<file path="src/rtl/arcsine_pkg.sv">
// Shared types, widths and Q8.8 constants for the arcsine block.
package arcsine_pkg;

    localparam int unsigned DATA_W = 16;
    localparam int unsigned FRAC_W = 8;
    localparam int unsigned COEF_W = 8;
    localparam int unsigned K_W    = 3;
    localparam int unsigned PROD_W = 32;
    localparam int unsigned K_LAST = 7;

    localparam logic [DATA_W-1:0] ONE  = 16'h0100;
    localparam logic [DATA_W-1:0] PI_2 = 16'h0192;

    typedef enum logic [2:0] {
        S_IDLE,
        S_START,
        S_LOAD,
        S_MUL1,
        S_MUL2,
        S_ADD,
        S_CHECK
    } state_e;

    // Q8.8 multiply: full product, keep bits [23:8], truncating.
    function automatic logic [DATA_W-1:0] q_mul(input logic [DATA_W-1:0] a,
                                                input logic [DATA_W-1:0] b);
        return DATA_W'((PROD_W'(a) * PROD_W'(b)) >> FRAC_W);
    endfunction

endpackage

</file>
<file path="src/rtl/arcsine_if.sv">
// Request/result bundle between a requester and the arcsine unit.
interface arcsine_if;
    import arcsine_pkg::*;

    logic              start;
    logic [DATA_W-1:0] x1;
    logic [COEF_W-1:0] y;
    logic [DATA_W-1:0] z;
    logic              ready;

    modport master (output start, x1, y, input z, ready);
    modport slave  (input start, x1, y, output z, ready);

endinterface

</file>
<file path="src/rtl/arcsine_coef_rom.sv">
// Series coefficients (2k-1)^2/((2k)(2k+1)) in Q0.8, indexed by iteration k.
module arcsine_coef_rom
    import arcsine_pkg::*;
(
    input  logic [K_W-1:0]    k_i,
    output logic [COEF_W-1:0] coef_c
);

    always_comb begin
        coef_c = '0;
        unique case (k_i)
            3'd1:    coef_c = 8'h2B;
            3'd2:    coef_c = 8'h73;
            3'd3:    coef_c = 8'h98;
            3'd4:    coef_c = 8'hAE;
            3'd5:    coef_c = 8'hBD;
            3'd6:    coef_c = 8'hC7;
            3'd7:    coef_c = 8'hCE;
            default: coef_c = '0;
        endcase
    end

endmodule

</file>
<file path="src/rtl/arcsine.sv">
// Taylor-series arcsine of a Q8.8 operand in [0,1]; one series term per four cycles.
module arcsine
    import arcsine_pkg::*;
(
    input  logic     clk,
    input  logic     rst,
    arcsine_if.slave bus
);

    state_e            state_q, state_d;
    logic [DATA_W-1:0] x2_q, term_q, z_q;
    logic [COEF_W-1:0] yreg_q;
    logic [K_W-1:0]    k_q;
    logic              ready_q;

    logic [COEF_W-1:0] coef;
    logic [DATA_W-1:0] x2_prod, mul1_prod, mul2_prod;
    logic              sat_c, stop_c;
    logic              load_c, mul1_c, mul2_c, add_c, next_c;

    arcsine_coef_rom u_coef_rom (
        .k_i    (k_q),
        .coef_c (coef)
    );

    assign x2_prod   = q_mul(bus.x1, bus.x1);
    assign mul1_prod = q_mul(term_q, x2_q);
    assign mul2_prod = q_mul(term_q, DATA_W'(coef));

    assign sat_c  = (bus.x1 >= ONE);
    // Stop once the newest term falls below threshold, or after the last coefficient.
    assign stop_c = ((term_q[DATA_W-1:FRAC_W] == '0) && (term_q[FRAC_W-1:0] < yreg_q))
                  || (k_q == K_W'(K_LAST));

    always_ff @(posedge clk) begin
        if (rst) begin
            state_q <= S_IDLE;
        end else begin
            state_q <= state_d;
        end
    end

    always_comb begin
        state_d = state_q;
        unique case (state_q)
            S_IDLE:  if (bus.start)  state_d = S_START;
            S_START: if (!bus.start) state_d = S_LOAD;
            S_LOAD:  state_d = sat_c ? S_IDLE : S_MUL1;
            S_MUL1:  state_d = S_MUL2;
            S_MUL2:  state_d = S_ADD;
            S_ADD:   state_d = S_CHECK;
            S_CHECK: state_d = stop_c ? S_IDLE : S_MUL1;
            default: state_d = S_IDLE;
        endcase
    end

    always_comb begin
        load_c = 1'b0;
        mul1_c = 1'b0;
        mul2_c = 1'b0;
        add_c  = 1'b0;
        next_c = 1'b0;
        unique case (state_q)
            S_LOAD:  load_c = 1'b1;
            S_MUL1:  mul1_c = 1'b1;
            S_MUL2:  mul2_c = 1'b1;
            S_ADD:   add_c  = 1'b1;
            S_CHECK: next_c = !stop_c;
            default: ;
        endcase
    end

    // term_q also serves as the latched operand x: it holds x1 until the first MUL1.
    always_ff @(posedge clk) begin
        if (rst) begin
            x2_q    <= '0;
            term_q  <= '0;
            z_q     <= '0;
            yreg_q  <= '0;
            k_q     <= '0;
            ready_q <= 1'b1;
        end else begin
            ready_q <= (state_d == S_IDLE);
            if (load_c) begin
                x2_q   <= x2_prod;
                term_q <= bus.x1;
                yreg_q <= bus.y;
                k_q    <= K_W'(1);
                z_q    <= sat_c ? PI_2 : bus.x1;
            end else if (mul1_c) begin
                term_q <= mul1_prod;
            end else if (mul2_c) begin
                term_q <= mul2_prod;
            end else if (add_c) begin
                z_q <= z_q + term_q;
            end else if (next_c) begin
                k_q <= k_q + K_W'(1);
            end
        end
    end

    assign bus.z     = z_q;
    assign bus.ready = ready_q;

endmodule

</file>
<file path="src/flat_wrapper.sv">
// flat-port wrapper written by rule: the top's interface ports become plain ports
module arcsine_flat import arcsine_pkg::*;
  (clk, rst, bus_start, bus_x1, bus_y, bus_z, bus_ready);
  arcsine_if bus_i ();
  input  logic clk;
  input  logic rst;
  input wire logic [$bits(bus_i.start)-1:0] bus_start;
  input wire logic [$bits(bus_i.x1)-1:0] bus_x1;
  input wire logic [$bits(bus_i.y)-1:0] bus_y;
  output wire logic [$bits(bus_i.z)-1:0] bus_z;
  output wire logic [$bits(bus_i.ready)-1:0] bus_ready;
  assign bus_i.start = bus_start;
  assign bus_i.x1 = bus_x1;
  assign bus_i.y = bus_y;
  assign bus_z = bus_i.z;
  assign bus_ready = bus_i.ready;
  arcsine u_core (.clk(clk), .rst(rst), .bus(bus_i));
endmodule
</file>
<file path="config.mk">
export PLATFORM = sky130hd
export DESIGN_NAME = arcsine_flat
export DESIGN_NICKNAME = d
export VERILOG_FILES = /design/src/rtl/arcsine_pkg.sv /design/src/rtl/arcsine_if.sv /design/src/rtl/arcsine_coef_rom.sv /design/src/rtl/arcsine.sv /design/src/flat_wrapper.sv
export SDC_FILE = /design/constraint.sdc
export NUM_CORES = 1
export LEC_CHECK = 0
export ABC_AREA = 0
export BUFFER_PORTS_ARGS = -buffer_cell sky130_fd_sc_hd__buf_2
export CAP_MARGIN = 10
export CORE_MARGIN = 2
export CORE_UTILIZATION = 50
export DETAILED_ROUTE_END_ITERATION = 10
export PLACE_DENSITY = 0.7
export SLEW_MARGIN = 20
export SYNTH_ARGS = -nofsm -noshare
export SYNTH_HDL_FRONTEND = slang
export SYNTH_SLANG_ARGS = --single-unit
</file>
<file path="constraint.sdc">
create_clock -name clk -period 11.8 [get_ports clk]
set_input_delay 1.77 -clock clk [delete_from_list [all_inputs] [get_ports clk]]
set_output_delay 1.77 -clock clk [all_outputs]
set_load 0.005 [all_outputs]
</file>
==> results.tsv <==
stage	metric	value	unit
global_routing	initial antenna violation count	0	
place	Port Buffers	43	
critical_path	critical path depth	23	
yosys	largest cells by area after synthesis	sky130_fd_sc_hd__fa_1, sky130_fd_sc_hd__ha_1, sky130_fd_sc_hd__inv_1, sky130_fd_sc_hd__and2_1, sky130_fd_sc_hd__dfxtp_1	
yosys	leading cell type by number of instances after synthesis	sky130_fd_sc_hd__inv_1	
clock_tree	latest clock arrival within the worst-skew pair	0.34	ns
sta	final count of hold timing violations	0	
yosys	cell accounting for the most synthesized area	sky130_fd_sc_hd__fa_1	
critical_path	endpoint required time on the critical path	12.01	ns
global_routing	gr ovfl total	0	
clock_tree	number of cells upsized or downsized after cts	0	
drt	Avg WL per Cell	18.0	um
yosys	number of enable-type register cells in the synthesized netlist	0	
sta	unrepaired setup endpoints after global routing	no	
global_routing	total global-route track usage	25.6	%
sta	worst slew pin tran	1.07	ns
drt	post-route antenna net violation count	0	
finish	utilization after layout	53.4	%
power	static leakage power	10.5	nW
power	power after layout	2.68	mW
floorplanning	area inside the core boundary	0.0388	mm^2
clock_tree	number of buffers created by CTS	9	
worst_hold_path	worst hold path class	reg -> reg	
outcome	status	complete, no violations	
yosys	sequential cell area fraction in the yosys report	6.39	%
sta	normalized max-slew margin	28.1	%
critical_path	Arrival @ worst endpoint	7.82	ns
floorplanning	Vert. Die Dim	203	um
critical_path	worst setup slack for register-to-register paths	4.19	ns
yosys	post-synthesis register bit count	63	
critical_path	CP max FO	28	
critical_path	critical path startpoint category	flip-flop	
finish	n_diodes	0	
clock_tree	hold-fix buffer count after cts	0	
sta	Clock Skews	0.00518	ns
drt	count of vias placed by the detailed router	14933	
floorplanning	I/O Pins	44	
floorplanning	floorplan row count	72	
yosys	Syn Nets	2901	
global_routing	number of global-route vias before repair	16055	
place	RePlAce Congestion	0.906	
power	largest voltage drop on the vdd net	0.234	mV
clock_tree	clock-pin transition on the worst setup and hold timing paths	0.06	ns
critical_path	slowest CP cell	sky130_fd_sc_hd__dfxtp_1	
critical_path	highest cell delay on the worst timing path	1.01	ns
sta	Min Clock Period, post-route	7.61	ns
power	power per cell area	129	mW/mm^2
floorplanning	effective utilization at floorplan	50.8	%
yosys	Main synth FF type	sky130_fd_sc_hd__dfxtp_1	
sta	final setup vio count	0	
clock_tree	buffer type at the clock tree root	sky130_fd_sc_hd__clkbuf_16	
critical_path	nature of the critical path endpoint	flip-flop	
clock_tree	TritonCTS clock tree	yes	
place	HPWL reported at the end of detailed placement	39.6	mm
sta	crit share post-route	64.5	%
critical_path	cells traversed along the worst timing path	inv_1 > ha_1 > o21ai_0 > nand3_1 > and2_1 > fa_1 > fa_1 > inv_1 > fa_1 > inv_1 > fa_1 > ha_1 > nand4b_1 > a211oi_1 > nand2_1 > o211ai_2 > o31ai_4 > a21oi_2 > a21o_1 > a21oi_1 > xnor2_1 > o22ai_1 > a2111oi_0	
critical_path	critical path capture point	u_core.term_q[10]	
yosys	total standard cell area after synthesis	0.0197	mm^2
critical_path	combined buffer and inverter count along the critical path	3	
sta	Max Freq	131	MHz
critical_path	reg2reg end	u_core.term_q[10]	
critical_path	crit path kind	reg -> reg	
yosys	warnings from Yosys	0	
finish	Area growth syn-to-layout	5.13	%
clock_tree	setup repair bufs after CTS	0	
yosys	leading post-synthesis cells by instance count	sky130_fd_sc_hd__inv_1, sky130_fd_sc_hd__fa_1, sky130_fd_sc_hd__nand2_1, sky130_fd_sc_hd__and2_1, sky130_fd_sc_hd__ha_1	
drt	Remaining DRCs	0	
drt	starting DRC count in detailed routing	821	
yosys	distinct cell type count after synthesis	68	
global_routing	global-route wire length before repair	83.0	mm
critical_path	CP most frequent cell	sky130_fd_sc_hd__fa_1	
floorplanning	die area	0.0411	mm^2
finish	share of post-route cells with drive strength above 1	4.70	%
floorplanning	Chip Width	203	um
sta	setup TNS	0	ns
clock_tree	Clock H-tree levels	3	
sta	final hold slack	0.458	ns
drt	Post-Route WL	49.9	mm
drt	post-detailed-route via-to-cell ratio	5.38	
drt	number of iterations in the first detailed-routing pass	5	
finish	net count of the finished layout	2881	
yosys	Post-Synthesis Mean Instance Area	8.68	um^2
critical_path	cell class contributing the biggest share of worst-path delay	adder cells	
critical_path	beginning of the critical path	u_core.k_q[2]	
clock_tree	number of clock sinks seen by CTS	63	
yosys	cell count after synthesis	2273	
sta	Slew Limit Fails	0	
clock_tree	number of buffers between clock root and the deepest sink	2	
global_routing	pin count of the biggest net entering global routing	58	
flow_run	max_cap viols	0	
critical_path	worst r2r src	u_core.k_q[2]	
yosys	Async S/R FF share, synth	0	%
yosys	share of Yosys cell area claimed by the top area cell type	40.3	%
critical_path	count of cells along the worst register-to-register path	23	
[through the flow]
| stage | instances | area (um^2) | worst slack, ns |
|---|---|---|---|
| finish | 2775 | 20700 | 4.19 |
| floorplan | 2273 | 19700 | 4.28 |
| detailed placement | 2760 | 20400 | 3.93 |
| global route | 2775 | 20700 | 3.80 |
| global placement | 2760 | 20400 | 4.08 |
| CTS | 2775 | 20700 | 4.30 |
[area by class of cell]
class	instances	area, um^2
Inverter	526	1970
Timing Repair Buffer	68	403
Clock inverter	3	65.1
Tap cell	518	648
Clock buffer	12	267
Multi-Input combinational cell	1585	16100
Sequential cell	63	1260
Fill cell	3517	18100
[layer usage]
layer  up-vias  global-route usage, %  share of wire (%)
li1       6772                      -                  -
met1      7584                   33.9                 42
met2       487                   43.7                 49
met3        90                   3.50                6.5
met4         0                   7.64                2.8
met5         -                      0                  0
[tightest hold or removal path, cell delays in order (launching register included)]
cell and delay (ns):
sky130_fd_sc_hd__dfxtp_1 0.31, sky130_fd_sc_hd__nand2_1 0.05, sky130_fd_sc_hd__a21oi_1 0.05
[cell families after synthesis]
family                     count (synthesis)  share of synthesized area, %
DFF                                       63                          6.39
xor gates and xnor gates                  71                          3.15
buffers and inverters                    625                          11.9
and+or+nand+nor                          698                          18.0
muxes                                      4                         0.209
adders and majority gates                601                          53.2
AOI/OAI and AO/OA                        211                          7.14
[report_power, final]
group | switching (mW) | leakage [nW] | total, mW | internal [mW]
clock network | 0.0977 | 0.165 | 0.298 | 0.201
registers | 0.0900 | 0.510 | 0.324 | 0.234
logic | 1.17 | 9.87 | 2.06 | 0.891
[state kept, by name (all words and copies together), names as in the netlist]
| name | flops |
|---|---|
| u_core.bus.z | 16 |
| u_core.term_q | 16 |
| u_core.x2_q | 16 |
| u_core.yreg_q | 8 |
| u_core.k_q | 3 |
| u_core.state_q | 3 |
| u_core.bus.ready | 1 |
[worst min path at each step]
stage / start / to / slack [ns] / cells after the start
after global routing: u_core.yreg_q[0] / u_core.yreg_q[0] / 0.48 / 2
after detailed placement: u_core.yreg_q[0] / u_core.yreg_q[0] / 0.45 / 2
final: u_core.yreg_q[0] / u_core.yreg_q[0] / 0.46 / 2
after floorplan: u_core.yreg_q[1] / u_core.yreg_q[1] / 0.44 / 2
after CTS: u_core.yreg_q[0] / u_core.yreg_q[0] / 0.46 / 2
after global placement: u_core.yreg_q[7] / u_core.yreg_q[7] / 0.45 / 2
[layout by cell type (no fill, tap or decap), types with 4 or more instances in the layout]
| cell | netlist | final |
|---|---|---|
| sky130_fd_sc_hd__and2_1 | 231 | 231 |
| sky130_fd_sc_hd__or2_2 | 5 | 5 |
| sky130_fd_sc_hd__nand2_1 | 240 | 240 |
| sky130_fd_sc_hd__fa_1 | 397 | 397 |
| sky130_fd_sc_hd__nor3_1 | 22 | 21 |
| sky130_fd_sc_hd__nor2_1 | 82 | 82 |
| sky130_fd_sc_hd__clkbuf_16 | 0 | 9 |
| sky130_fd_sc_hd__inv_1 | 526 | 526 |
| sky130_fd_sc_hd__ha_1 | 204 | 204 |
| sky130_fd_sc_hd__a21o_1 | 17 | 17 |
| sky130_fd_sc_hd__nor2b_1 | 57 | 57 |
| sky130_fd_sc_hd__dfxtp_1 | 63 | 63 |
| sky130_fd_sc_hd__and3_1 | 4 | 4 |
| sky130_fd_sc_hd__nand2b_1 | 12 | 12 |
| sky130_fd_sc_hd__o21a_1 | 12 | 12 |
| sky130_fd_sc_hd__or3_1 | 10 | 10 |
| sky130_fd_sc_hd__xor2_1 | 23 | 23 |
| sky130_fd_sc_hd__a31oi_1 | 5 | 5 |
| sky130_fd_sc_hd__a21oi_1 | 77 | 77 |
| sky130_fd_sc_hd__nor4_1 | 6 | 6 |
| sky130_fd_sc_hd__o22ai_1 | 5 | 5 |
| sky130_fd_sc_hd__nand3_1 | 14 | 14 |
| sky130_fd_sc_hd__xnor2_1 | 48 | 48 |
| sky130_fd_sc_hd__buf_4 | 0 | 25 |
| sky130_fd_sc_hd__o211ai_1 | 4 | 4 |
| sky130_fd_sc_hd__o21ai_0 | 34 | 34 |
| sky130_fd_sc_hd__o221ai_1 | 6 | 6 |
| sky130_fd_sc_hd__a211oi_1 | 8 | 8 |
| sky130_fd_sc_hd__buf_2 | 0 | 43 |
| sky130_fd_sc_hd__o31ai_1 | 5 | 5 |
No activity file was read; power rests on OpenSTA's default activity.
